### src/rtl/fifo_arb_pkg.sv
// Shared types and width helper for the FIFO write-port arbiter.
package fifo_arb_pkg;

  typedef enum logic {
    ST_IDLE = 1'b0,
    ST_BUSY = 1'b1
  } arb_state_e;

  // Bits needed to index n distinct values; never narrower than 1.
  function automatic int width_of(input int n);
    return (n <= 2) ? 1 : $clog2(n);
  endfunction

endpackage

### src/rtl/fifo_wr_arbiter_rr_pick.sv
// Circular priority select: first set bit of req at or after ptr.
module rr_pick #(
  parameter int N = 4,
  parameter int W = 2
) (
  input  logic [N-1:0] req,
  input  logic [W-1:0] ptr,
  output logic [W-1:0] idx,
  output logic         any_valid
);

  int          s;
  logic [W-1:0] j;

  // Walk offsets from farthest to nearest so the nearest hit wins.
  always_comb begin
    idx       = '0;
    any_valid = |req;
    s         = 0;
    j         = '0;
    for (int k = N - 1; k >= 0; k--) begin
      s = int'(ptr) + k;
      if (s >= N) s = s - N;
      j = W'(s);
      if (req[j]) idx = j;
    end
  end

endmodule

### src/rtl/fifo_wr_arbiter.sv
// Round-robin arbiter sharing the async FIFO write port among NUM_REQ burst sources.
module fifo_wr_arbiter
  import fifo_arb_pkg::*;
#(
  parameter  int NUM_REQ   = 4,
  parameter  int DATA_SIZE = 32,
  parameter  int MAX_BURST = 16,
  localparam int GW        = width_of(NUM_REQ),
  localparam int BW        = width_of(MAX_BURST + 1)
) (
  input  logic                         wclk,
  input  logic                         wrst_n,
  input  logic [NUM_REQ-1:0]           req_valid,
  input  logic [NUM_REQ-1:0]           req_last,
  input  logic [NUM_REQ*DATA_SIZE-1:0] req_data,
  output logic [NUM_REQ-1:0]           req_ready,
  output logic                         winc,
  output logic [DATA_SIZE-1:0]         wdata,
  input  logic                         wfull,
  output logic [GW-1:0]                gnt_id,
  output logic                         gnt_active
);

  arb_state_e    state;
  logic [GW-1:0] rr_ptr;
  logic [BW-1:0] beat_cnt;
  logic [GW-1:0] pick_idx;
  logic          pick_any;
  logic          busy;
  logic          accept;
  logic          burst_end;

  rr_pick #(.N(NUM_REQ), .W(GW)) u_pick (
    .req       (req_valid),
    .ptr       (rr_ptr),
    .idx       (pick_idx),
    .any_valid (pick_any)
  );

  assign busy       = (state == ST_BUSY);
  assign gnt_active = busy;
  assign accept     = busy & req_valid[gnt_id] & ~wfull;
  // The cap test uses the pre-increment count: this beat makes MAX_BURST.
  assign burst_end  = accept & (req_last[gnt_id] | (beat_cnt == BW'(MAX_BURST - 1)));
  assign winc       = accept;
  assign wdata      = busy ? req_data[gnt_id*DATA_SIZE +: DATA_SIZE] : '0;

  always_comb begin
    req_ready = '0;
    if (busy && !wfull) req_ready[gnt_id] = 1'b1;
  end

  always_ff @(posedge wclk or negedge wrst_n) begin
    if (!wrst_n) begin
      state    <= ST_IDLE;
      rr_ptr   <= '0;
      gnt_id   <= '0;
      beat_cnt <= '0;
    end else begin
      case (state)
        ST_IDLE: if (pick_any) begin
          state    <= ST_BUSY;
          gnt_id   <= pick_idx;
          beat_cnt <= '0;
        end
        ST_BUSY: if (accept) begin
          beat_cnt <= beat_cnt + 1'b1;
          if (burst_end) begin
            state  <= ST_IDLE;
            rr_ptr <= (gnt_id == GW'(NUM_REQ - 1)) ? '0 : gnt_id + 1'b1;
          end
        end
        default: state <= ST_IDLE;
      endcase
    end
  end

endmodule

### config.mk
export PLATFORM = sky130hd
export DESIGN_NAME = fifo_wr_arbiter
export DESIGN_NICKNAME = d
export VERILOG_FILES = /design/src/rtl/fifo_arb_pkg.sv /design/src/rtl/fifo_wr_arbiter_rr_pick.sv /design/src/rtl/fifo_wr_arbiter.sv
export SDC_FILE = /design/constraint.sdc
export NUM_CORES = 1
export LEC_CHECK = 0
export BUFFER_PORTS_ARGS = -buffer_cell sky130_fd_sc_hd__buf_2
export CAP_MARGIN = 10
export CELL_PAD_IN_SITES_DETAIL_PLACEMENT = 0
export CELL_PAD_IN_SITES_GLOBAL_PLACEMENT = 2
export CORE_ASPECT_RATIO = 2
export CORE_MARGIN = 4
export CORE_UTILIZATION = 18
export CTS_CLUSTER_DIAMETER = 80
export DETAILED_ROUTE_END_ITERATION = 8
export PLACE_DENSITY_LB_ADDON = 0.1
export SETUP_SLACK_MARGIN = 0.3
export SYNTH_ARGS = -nofsm -noshare
export SYNTH_HDL_FRONTEND = slang
export SYNTH_SLANG_ARGS = --single-unit
### constraint.sdc
create_clock -name wclk -period 2.25 [get_ports wclk]
set_input_delay 0.1125 -clock wclk [delete_from_list [all_inputs] [get_ports wclk]]
set_output_delay 0.1125 -clock wclk [all_outputs]
set_load 0.1 [all_outputs]
# Yosys cells after proc, flatten, opt, wreduce, memory -nomap -nowiden
# Index checks and enable logic that the tools add are counted.
# totals
register_bits	10
in_bits	139
# classes
n_addsub	9
order_cmp	10
n_eq_ne	4
n_shift	1
muxes	32
bitwise_logic	6
reduce_logical	7
# ops
cell	count
indexed part select 128 x 8 -> 32 bit	1
2-to-1 mux 32 bit	1
2-to-1 mux 2 bit	9
less-than comparator 2 x 3 -> 1 bit, second input constant	5
binary-select mux 1 bit (select 2 bit)	6
2-to-1 mux 1 bit	10
2-to-1 mux 5 bit	2
one-hot mux 5 bit (2 select lines)	1
greater-or-equal comparator 3 bit, second input constant	3
subtractor 2 x 1 -> 2 bit, second input constant	4
adder 2 x 2 -> 3 bit, second input constant	2
adder 5 x 1 -> 5 bit, second input constant	1
== test 5 x 4 -> 1 bit, second input constant	1
2-to-1 mux 4 bit	1
AND reduction 2 bit	2
OR reduction 4 bit	1
adder 2 x 1 -> 3 bit, second input constant	1
bitwise AND 1 bit	3
greater-or-equal comparator 2 x 3 -> 1 bit, second input constant	1
AND reduction 3 bit	1
adder 2 x 1 -> 2 bit, second input constant	1
demux 1 bit (select 2 bit)	1
== test 2 bit, second input constant	1
greater-or-equal comparator 2 x 1 -> 1 bit, second input constant	1
7 further kinds	9

# Logic depth before layout (Yosys ltp)
# Gate-level depths: netlist of the first run.
# depth
depth_word	9
mapped_depth	7
depth_no_buf	7

# By module
# Synthesis of the first run repeated with hierarchy kept, for this count alone.
# unflattened
hier_cells	145
hier_area_um2	1702.9
# modules_own_cells
module	instances	cells_per_inst	area_per_inst_um2	seq_area_each_um2
fifo_wr_arbiter	1	132	1625.3	250.2
rr_pick	1	13	77.6	0.0

# Least setup slack after synthesis of the first run
# Ideal clock, no wire load.
# synth_timing
path_kind	reg2out
start	register gnt_id[1]
end	output wdata[13]
arrival_time_ns	2.604
required_ns	2.138
path_slack_ns	-0.467
stages_incl_launch_ff	5
n_path_buf	2
cell_sequence	dfrtp_1 buf_2 clkbuf_1 mux4_2 and2_1
# synth_via
elab_chain_len	2
# synth_lines
item	line	source
start: declaration	fifo_wr_arbiter.sv:20	output logic [GW-1:0] gnt_id,
start signal: assignment	fifo_wr_arbiter.sv:63	gnt_id <= pick_idx;
indexed part select 128 x 8 -> 32 bit	fifo_wr_arbiter.sv:46	assign wdata = busy ? req_data[gnt_id*DATA_SIZE +: DATA_SIZE] : '0;
2-to-1 mux 32 bit	fifo_wr_arbiter.sv:46	
end: declaration	fifo_wr_arbiter.sv:18	output logic [DATA_SIZE-1:0] wdata,
# No other way between the ends.

# Final worst setup path of the first run
# layout_timing
start	register gnt_id[0]
end	output wdata[25]
# The elaborated chain is that of the path after synthesis.

==> results of run 1 <==
[Yosys cell counts (2+ instances only)]
| library cell | count |
|---|---|
| nor2b_1 | 2 |
| o41ai_1 | 2 |
| clkbuf_1 | 5 |
| a21oi_1 | 3 |
| buf_2 | 2 |
| and3_1 | 2 |
| mux2i_1 | 6 |
| buf_4 | 3 |
| mux2_1 | 2 |
| dfrtp_1 | 10 |
| and2_1 | 37 |
| o21ai_0 | 4 |
| nor2_1 | 3 |
| nand2_1 | 10 |
| ha_1 | 6 |
| inv_1 | 6 |
| mux4_2 | 32 |
[sequential cells by signal (all words and copies together), names as in the netlist]
name	cells
beat_cnt	5
gnt_active	1
gnt_id	2
rr_ptr	2
[cells in the final DEF, fill, tap and decap left out]
master,count
nand2_4,1
mux2i_1,6
nand3_1,1
ha_4,1
nor2b_1,1
ha_2,1
dfrtp_4,2
nand2_1,9
mux2_4,2
clkbuf_4,1
nor2_1,3
buf_12,14
nor3b_1,1
clkbuf_16,5
buf_8,1
buf_6,28
and2_2,5
clkinvlp_4,1
and2_4,31
and3_4,2
and2_1,1
clkbuf_8,1
o21a_1,1
dfrtp_1,8
a221oi_2,1
nor2b_2,1
mux4_2,32
o41ai_1,2
ha_1,4
inv_1,5
dlygate4sd3_1,1
a21oi_1,3
nand4_1,1
o22ai_1,1
buf_4,14
buf_2,141
o21ai_0,4
mux4_1,1
[repair_timing]
item / 4_1_cts / 5_1_grt
endpoints found under the hold margin: 10 / 0
cloned: 0 / 3
hold buffers: 1 / 0
setup buffers: 4 / 10
pin swaps: 0 / 4
endpoints found under the setup margin: 33 / 35
resized for setup: 34 / 59
[area by class of cell]
class	count	area, µm²
Fill cell	910	5530
Timing Repair Buffer	202	1490
Multi-Input combinational cell	116	1440
Sequential cell	10	258
Tap cell	102	128
Clock buffer	4	88.8
Inverter	6	26.3
[per-stage QoR]
| stage | area (µm²) | util | setup TNS (ps) | std cells |
|---|---|---|---|---|
| after floorplan | 1740 | - | -6.48 | 144 |
| after global placement | 2820 | 0.315 | 0 | 418 |
| after detailed placement | 2820 | 0.315 | 0 | 418 |
| after CTS | 3050 | 0.340 | 0 | 427 |
| after global routing | 3430 | 0.383 | 0 | 440 |
| final | 3430 | 0.383 | 0 | 440 |
[kinds of logic after synthesis]
| group | Yosys count | share of synthesized area |
|---|---|---|
| buffers and inverters | 18 | 0.0539 |
| flip-flops | 10 | 0.152 |
| AND/OR/NAND/NOR | 57 | 0.197 |
| adder cells (fa/ha/maj) | 6 | 0.0455 |
| multiplexers | 41 | 0.503 |
| AO/OA/AOI/OAI | 12 | 0.0493 |
[worst register-to-register path, stage by stage, from the launching register on]
cell and delay, ps:
dfrtp_1 370, ha_2 190, and3_4 200, ha_4 140, nor2b_2 40, a221oi_2 290, and3_4 250, mux2_4 300
[power by group]
part	switching, mW	internal (mW)
clock	0.0871	0.268
combinational	3.72	2.24
sequential	0.0748	0.255
[routing by layer]
layer | global-route usage | vias up | routed length (µm)
met5 | 0 | - | 0
met2 | 0.241 | 113 | 4440
met3 | 0.0224 | 4 | 767
li1 | - | 943 | -
met4 | 0.0249 | 0 | 55
met1 | 0.143 | 970 | 2660
[final timing paths]
| path | from | endpoint | slack, ps | depth (start not counted) |
|---|---|---|---|---|
| max reg2reg | beat_cnt[1] | rr_ptr[0] | 350 | 7 |
| max | gnt_id[0] | wdata[25] | 330 | 5 |
| min in group asynchronous | wrst_n | gnt_id[0] | 280 | 2 |
| min reg2reg | beat_cnt[3] | beat_cnt[3] | 490 | 1 |
| max in group asynchronous | wrst_n | gnt_id[1] | 1730 | 2 |
| min | req_valid[3] | gnt_id[0] | 240 | 3 |
==> results.py, run 1 <==
metrics = {
    "synth": {
        "synth_ff_type": "dfrtp_1",
        "yosys_warnings": 0,
        "synthesis.area_um2": 1650,
        "yosysTopAreaCell": "mux4_2",
        "synth.avg_cell_area_um2": 11.5,
        "ys_seq_area_frac": 0.152,
        "synth_edf_count": 0,
        "postSynthCellCount": 144,
        "synth_fp_nets": 289,
        "ys_types": 26,
        "yosys-top-cells-area": "mux4_2 44%, dfrtp_1 15%, and2_1 14%",
        "ys_ff_latch": 10,
        "async_flop_share": 1.00,
        "synth_top_area_share": 0.437,
    },
    "detailed_routing": {
        "viasPerCell": 4.61,
        "firstDrtPassIters": 4,
        "wl_mm": 7.92,
        "ant_nets": 0,
        "wire_per_inst_um": 18.0,
        "drt_iter0_drc": 57,
        "drc": 0,
        "via_count": 2030,
    },
    "timing": {
        "timing.slew.headroom": 0.677,
        "max_freq_ghz": 0.521,
        "finalCritPeriodShare": 0.853,
        "setup_slack_ps": 331,
        "tightest_slew_ps": 488,
        "setup_viol": 0,
        "drv_slew": 0,
        "holdWs_ps": 244,
        "period_minus_slack_ps": 1920,
        "finalHoldViolations": 0,
        "fin_skew_ps": 1.84,
        "rsz0062_at_grt": "true",
    },
    "clock_tree": {
        "root_buffer": "clkbuf_16",
        "cts_tree": "done",
        "clock_path_buffers": 2,
        "cts_num_sinks": 10,
        "clk_latency_ps": 240,
        "numCtsBuffers": 3,
        "h-tree-depth": 1,
        "clk_pin_slew_ps": 40,
    },
    "setup_path": {
        "crit_required_ps": 2140,
        "slowest_stage": "mux4_2",
        "path_class": "reg2out",
        "crit_buf_inv": 3,
        "crit_top_cell": "buf_6",
        "cp-start-kind": "register",
        "worstPathArrival_ps": 1810,
        "path_max_fanout": 4,
        "path_delay_family": "multiplexers",
        "cp-end-kind": "output pin",
        "path_cells": "clkbuf_4 > buf_6 > mux4_2 > and2_4 > buf_6",
        "slowest_delay_ps": 490,
    },
    "floorplanning": {
        "design.core.area_um2": 8950,
        "dieHeight_um": 143,
        "pin_count": 179,
        "die_x_um": 75.7,
        "rows": 49,
        "initial_core_util": 0.184,
        "die_area_um2": 10800,
    },
    "global_routing": {
        "grt_usage": 0.127,
        "grt_pass1_vias": 1951,
        "antenna_found_initial": 0,
        "overflow": 0,
        "grt_max_degree": 34,
        "grt_pass1_wl_mm": 10.4,
    },
    "run": {
        "max_cap_viol_count": 0,
    },
    "placed_design": {
        "port-buffer-count": 178,
        "place_congestion": 0.750,
        "dp_hpwl_mm": 6.26,
        "dp_slack_ps": 347,
    },
    "power": {
        "peakVddDrop_mv": 0.949,
        "p_leak_nw": 1.67,
        "p_per_area_nw_per_um2": 1940,
        "finalPower_mw": 6.65,
    },
    "hold_path": {
        "hp-class": "in2reg",
    },
    "cells_and_area": {
        "fin_nets": 484,
        "drive_above_1_share": 0.843,
        "syn_to_final_growth_pct": 108,
        "antenna_cells": 0,
    },
    "status": {
        "outcome": "finished, final reports clean",
    },
}
No activity file was read; power rests on OpenSTA's default activity.
==> inputs of run 2 (changes only) <==
- ABC_AREA: unset -> 1
- CORE_UTILIZATION: 18 -> 15
- TNS_END_PERCENT: unset -> 100
==> run 2 against run 1 <==
Net effect: sequential cell count unchanged; hold slack improved by 19 ps; clock-buffer cell count unchanged; maximum frequency increased by 3.6%; non-clock buffer count decreased by 15; final area increased by 16%; routed wire length increased by 32%; setup slack improved by 66 ps; sequential share of layout area decreased by 0.96 points; highest routed layer unchanged.
==> results.py, run 2 <==
metrics = {
    "synth": {
        "yosys-top-cells-area": "nor2_1 28%, o21ai_1 14%, dfrtp_1 13%",
        "synth_most_common_cell": "nor2_1",
        "ys_seq_area_frac": 0.131,
        "ys_ff_latch": 10,
        "synthesis.area_um2": 1920,
        "ys_types": 24,
        "synth_edf_count": 0,
        "postSynthCellCount": 374,
        "async_flop_share": 1.00,
        "synth_ff_type": "dfrtp_1",
        "synth_commonest_cells": "141 x nor2_1, 53 x o21ai_1, 44 x nand2_1, 34 x a21oi_1, 19 x o21ai_0",
        "synth_top_area_share": 0.276,
        "synth.avg_cell_area_um2": 5.12,
        "yosys_warnings": 0,
        "synth_fp_nets": 519,
        "yosysTopAreaCell": "nor2_1",
    },
    "detailed_routing": {
        "firstDrtPassIters": 4,
        "wl_mm": 10.5,
        "via_count": 2938,
        "drt_iter0_drc": 44,
        "viasPerCell": 4.26,
        "ant_nets": 0,
        "drc": 0,
        "wire_per_inst_um": 15.2,
    },
    "setup_path": {
        "crit_required_ps": 2140,
        "path_class": "reg2out",
        "cp-end-kind": "output pin",
        "path_max_fanout": 41,
        "worstPathArrival_ps": 1740,
        "cp-start-kind": "register",
    },
    "run": {
        "max_cap_viol_count": 0,
    },
    "global_routing": {
        "grt_usage": 0.135,
        "antenna_found_initial": 0,
        "overflow": 0,
        "grt_max_degree": 42,
        "grt_pass1_wl_mm": 15.8,
        "grt_pass1_vias": 2956,
    },
    "clock_tree": {
        "h-tree-depth": 1,
        "cts_tree": "done",
        "root_buffer": "clkbuf_16",
        "clock_path_buffers": 2,
        "clk_pin_slew_ps": 40,
        "clk_latency_ps": 240,
        "numCtsBuffers": 3,
        "cts_num_sinks": 10,
    },
    "timing": {
        "max_freq_ghz": 0.540,
        "drv_slew": 0,
        "timing.slew.headroom": 0.581,
        "final.setup.tns_ps": 0,
        "rsz0062_at_grt": "false",
        "holdWs_ps": 263,
        "setup_viol": 0,
        "finalCritPeriodShare": 0.823,
        "fin_skew_ps": 2.74,
        "period_minus_slack_ps": 1850,
        "tightest_slew_ps": 629,
        "finalHoldViolations": 0,
    },
    "cells_and_area": {
        "fin_nets": 685,
        "drive_above_1_share": 0.436,
        "multi_input_area_um2": 1810,
        "largest_reg_flops": 5,
        "syn_to_final_growth_pct": 108,
        "top_regs": "beat_cnt x5, gnt_id x2, rr_ptr x2",
        "largest_register": "beat_cnt",
        "antenna_cells": 0,
        "fill_cells": 1371,
        "final_cell_mix": "141 x buf_2, 137 x nor2_1, 54 x o21ai_1, 44 x nand2_1, 39 x buf_12",
        "fin_util": 0.317,
        "final_common_cell": "buf_2",
        "final_cell_area_um2": 3980,
        "seqCellArea_um2": 262,
    },
    "floorplanning": {
        "dieHeight_um": 168,
        "die_area_um2": 14800,
        "die_x_um": 87.9,
        "rows": 58,
        "design.core.area_um2": 12600,
        "initial_core_util": 0.153,
        "pin_count": 179,
    },
    "placed_design": {
        "dp_hpwl_mm": 8.23,
        "place_congestion": 0.750,
        "placed_area_um2": 3850,
        "port-buffer-count": 178,
    },
    "hold_path": {
        "hp-class": "in2async",
    },
    "status": {
        "outcome": "finished, final reports clean",
    },
}
run 2: cell type report:
type                       instances  share of cell area
timing repair buffer             187               0.391
clock buffer                       4              0.0198
inverter                          21              0.0229
sequential                        10              0.0657
multi-input combinational        317               0.454
tap                              150              0.0471
run 2: what timing repair did:
item,4_1_cts,5_1_grt
hold buffers,1,0
resized for setup,2,10
setup buffers,0,0
endpoints found under the hold margin,10,0
setup endpoints to repair,20,30
run 2: routing by layer:
metal  routed length, µm  part of all wire  up-vias  global-route usage
met4                  33            0.0032        0              0.0100
met1                3780              0.36     1308               0.148
met3                 593             0.057        4              0.0162
met5                   0                 0        -                   0
met2                6060              0.58       87               0.275
li1                    -                 -     1539                   -
run 2: cells by family after synthesis:
kind of cell / synth area share
compound gates: 0.288
xor+xnor: 0.00457
fa+ha+maj: 0.0392
buf+inv: 0.130
flops: 0.131
simple gates: 0.408
run 2: stage by stage:
step | setup WS, ps | cells
global route | 313 | 689
global placement | 451 | 684
CTS | 295 | 689
finish | 397 | 689
floorplan | 262 | 374
detailed placement | 434 | 684
run 2: worst max-delay path, cell delays in order, from the launching register on:
cell,delay (ps)
dfrtp_4,570
inv_2,120
buf_12,200
o21ai_0,190
a21oi_4,200
buf_12,190
run 2: final timing paths:
path                              from           to  slack (ps)  depth (start not counted)
max                          gnt_id[0]     wdata[4]         400                          5
min                             wrst_n    gnt_id[0]         260                          2
max reg2reg                  gnt_id[1]    rr_ptr[0]         660                          8
min reg2reg                beat_cnt[0]  beat_cnt[0]         510                          1
max in group asynchronous       wrst_n   gnt_active        1760                          2
min in group wclk                wfull  beat_cnt[4]         260                          4
Power of run 2 is not shown: default switching activity piles up to over one toggle a cycle in this logic, so the estimate is an artifact.
==> inputs of run 3 (changes only) <==
- ABC_AREA: 1 -> 0
- CORE_UTILIZATION: 15 -> 18
- clock period: 2.25 -> 1.9 ns (I/O delays scaled with it)
==> run 3 against run 2 <==
Net effect: core utilization grew 10 points; sequential share of layout area rose by 0.38 points; cell count down 36%; register-to-register slack worse by 620 ps; die area decreased by 26%; sequential cell count did not move; setup slack lost 390 ps; global-route usage grew 1.0 points; routed wire length down 19%; hold slack worse by 29 ps; highest routed layer unchanged.
==> results.py, run 3 (synthesized netlist as in run 1, its figures left out) <==
metrics = {
    "cells_and_area": {
        "fill_cells": 872,
        "final_common_cell": "buf_2",
        "syn_to_final_growth_pct": 126,
        "top_regs": "beat_cnt x5, gnt_id x2, rr_ptr x2",
        "drive_above_1_share": 0.870,
        "fin_nets": 484,
        "final_cell_mix": "139 x buf_2, 41 x buf_12, 36 x and2_4, 33 x mux4_2, 11 x buf_4",
        "final_cell_area_um2": 3730,
        "largest_reg_flops": 5,
        "largest_register": "beat_cnt",
    },
    "timing": {
        "holdWs_ps": 234,
        "finalCritPeriodShare": 0.996,
        "final.setup.tns_ps": 0,
        "fin_skew_ps": 2.85,
        "drv_slew": 0,
        "rsz0062_at_grt": "true",
        "timing.slew.headroom": 0.679,
        "finalHoldViolations": 0,
        "setup_viol": 0,
        "tightest_slew_ps": 484,
        "max_freq_ghz": 0.528,
        "period_minus_slack_ps": 1890,
    },
    "detailed_routing": {
        "drt_iter0_drc": 52,
        "drc": 0,
        "ant_nets": 0,
        "viasPerCell": 4.64,
        "wire_per_inst_um": 19.2,
        "firstDrtPassIters": 4,
        "via_count": 2053,
        "wl_mm": 8.50,
    },
    "clock_tree": {
        "root_buffer": "clkbuf_16",
        "numCtsBuffers": 3,
        "cts_tree": "done",
        "clk_pin_slew_ps": 40,
        "clock_path_buffers": 2,
        "clk_latency_ps": 230,
        "cts_num_sinks": 10,
        "h-tree-depth": 1,
    },
    "setup_path": {
        "crit_buf_inv": 2,
        "path_max_fanout": 8,
        "crit_required_ps": 1800,
        "path_class": "reg2out",
        "cp-end-kind": "output pin",
        "slowest_stage": "dfrtp_4",
        "path_delay_family": "flip-flops",
        "cp-start-kind": "register",
        "regToRegSetupSlack_ps": 40,
        "path_cells": "buf_8 > mux4_2 > and2_4 > buf_12",
        "slowest_delay_ps": 540,
        "worstPathArrival_ps": 1800,
    },
    "hold_path": {
        "hp-class": "in2reg",
    },
    "floorplanning": {
        "dieHeight_um": 143,
        "rows": 49,
        "design.core.area_um2": 8950,
        "die_area_um2": 10800,
        "pin_count": 179,
        "die_x_um": 75.7,
        "initial_core_util": 0.184,
    },
    "power": {
        "p_per_area_nw_per_um2": 2320,
        "switchingPower_mw": 4.78,
        "p_leak_nw": 1.75,
        "pwr-share-seq": 0.051,
        "swShare": 0.552,
        "p_int_mw": 3.88,
        "peakVddDrop_mv": 0.998,
        "comb_power_share": 0.905,
        "p_clk_frac": 0.043,
    },
    "global_routing": {
        "grt_pass1_vias": 2150,
        "overflow": 0,
        "antenna_found_initial": 1,
        "grt_pass1_wl_mm": 11.8,
        "grt_max_degree": 34,
        "grt_usage": 0.145,
    },
    "placed_design": {
        "placed_area_um2": 2830,
        "port-buffer-count": 178,
        "dp_hpwl_mm": 7.31,
        "place_congestion": 0.790,
    },
    "run": {
        "max_cap_viol_count": 0,
    },
    "status": {
        "outcome": "finished, final reports clean",
    },
}
## run 3: cell types whose count changed in the layout (fill, tap and decap cells not counted), moves of 13 or more
cell     change
nand2_1     -37
and2_4      +36
mux4_2      +33
inv_1       -13
a21oi_4     -32
o21ai_0     -16
nor2_1     -134
o21ai_1     -53
## run 3: final cells by class
cell class              count  area (µm²)  share of cell area
diodes                      2        5.00             0.00134
inverters                   6        31.3             0.00838
repair buffers            202        1720               0.461
flip-flops and latches     10         259              0.0694
clock buffers               4        78.8              0.0211
multi-input cells         116        1510               0.404
well taps                 102         128              0.0342
## run 3: path summary, 6_finish.rpt
path                         startpoint     endpoint  cells after the start
max                           gnt_id[0]     wdata[2]                      4
min                        req_valid[3]    gnt_id[0]                      3
max reg2reg                 beat_cnt[1]    rr_ptr[1]                      7
min reg2reg                 beat_cnt[4]  beat_cnt[4]                      2
max in group asynchronous        wrst_n    gnt_id[0]                      2
min in group asynchronous        wrst_n    gnt_id[1]                      2
## run 3: worst min-delay path, stage by stage
cell and delay (ps):
buf_2 130, a21oi_1 120, o41ai_1 80
## run 3: routing by layer
| metal | vias to the layer above | global-route usage | routed length, µm |
|---|---|---|---|
| met1 | 974 | 0.146 | 2550 |
| li1 | 945 | - | - |
| met2 | 122 | 0.287 | 4870 |
| met4 | 0 | 0.0415 | 197 |
| met5 | - | 0 | 0 |
| met3 | 12 | 0.0266 | 887 |
## run 3: power by group through the flow
stage                     registers [mW]  logic [mW]  clock network (mW)
after floorplan                    0.583        4.91                   0
after global placement             0.461        5.90                   0
after detailed placement           0.466        5.92                   0
after CTS                          0.447        7.77               0.382
after global routing               0.469        8.13               0.397
final                              0.445        7.85               0.373
## run 3: timing repair
item | CTS | global route
cloned | 0 | 0
hold buffers | 1 | 0
hold endpoints to repair | 10 | 0
gates resized for setup | 177 | 13
setup endpoints to repair | 44 | 46
pin swaps | 6 | 3
buffers inserted | 10 | 2
## run 3: metrics by stage
step | std cells | power, mW | utilization | setup slack, ps
floorplan | 144 | 5.49 | - | -356
global placement | 423 | 6.36 | 0.316 | 70.0
detailed placement | 423 | 6.39 | 0.316 | 25.6
CTS | 438 | 8.60 | 0.409 | -3.05
global route | 441 | 9.00 | 0.417 | -53.8
finish | 442 | 8.66 | 0.417 | 7.85
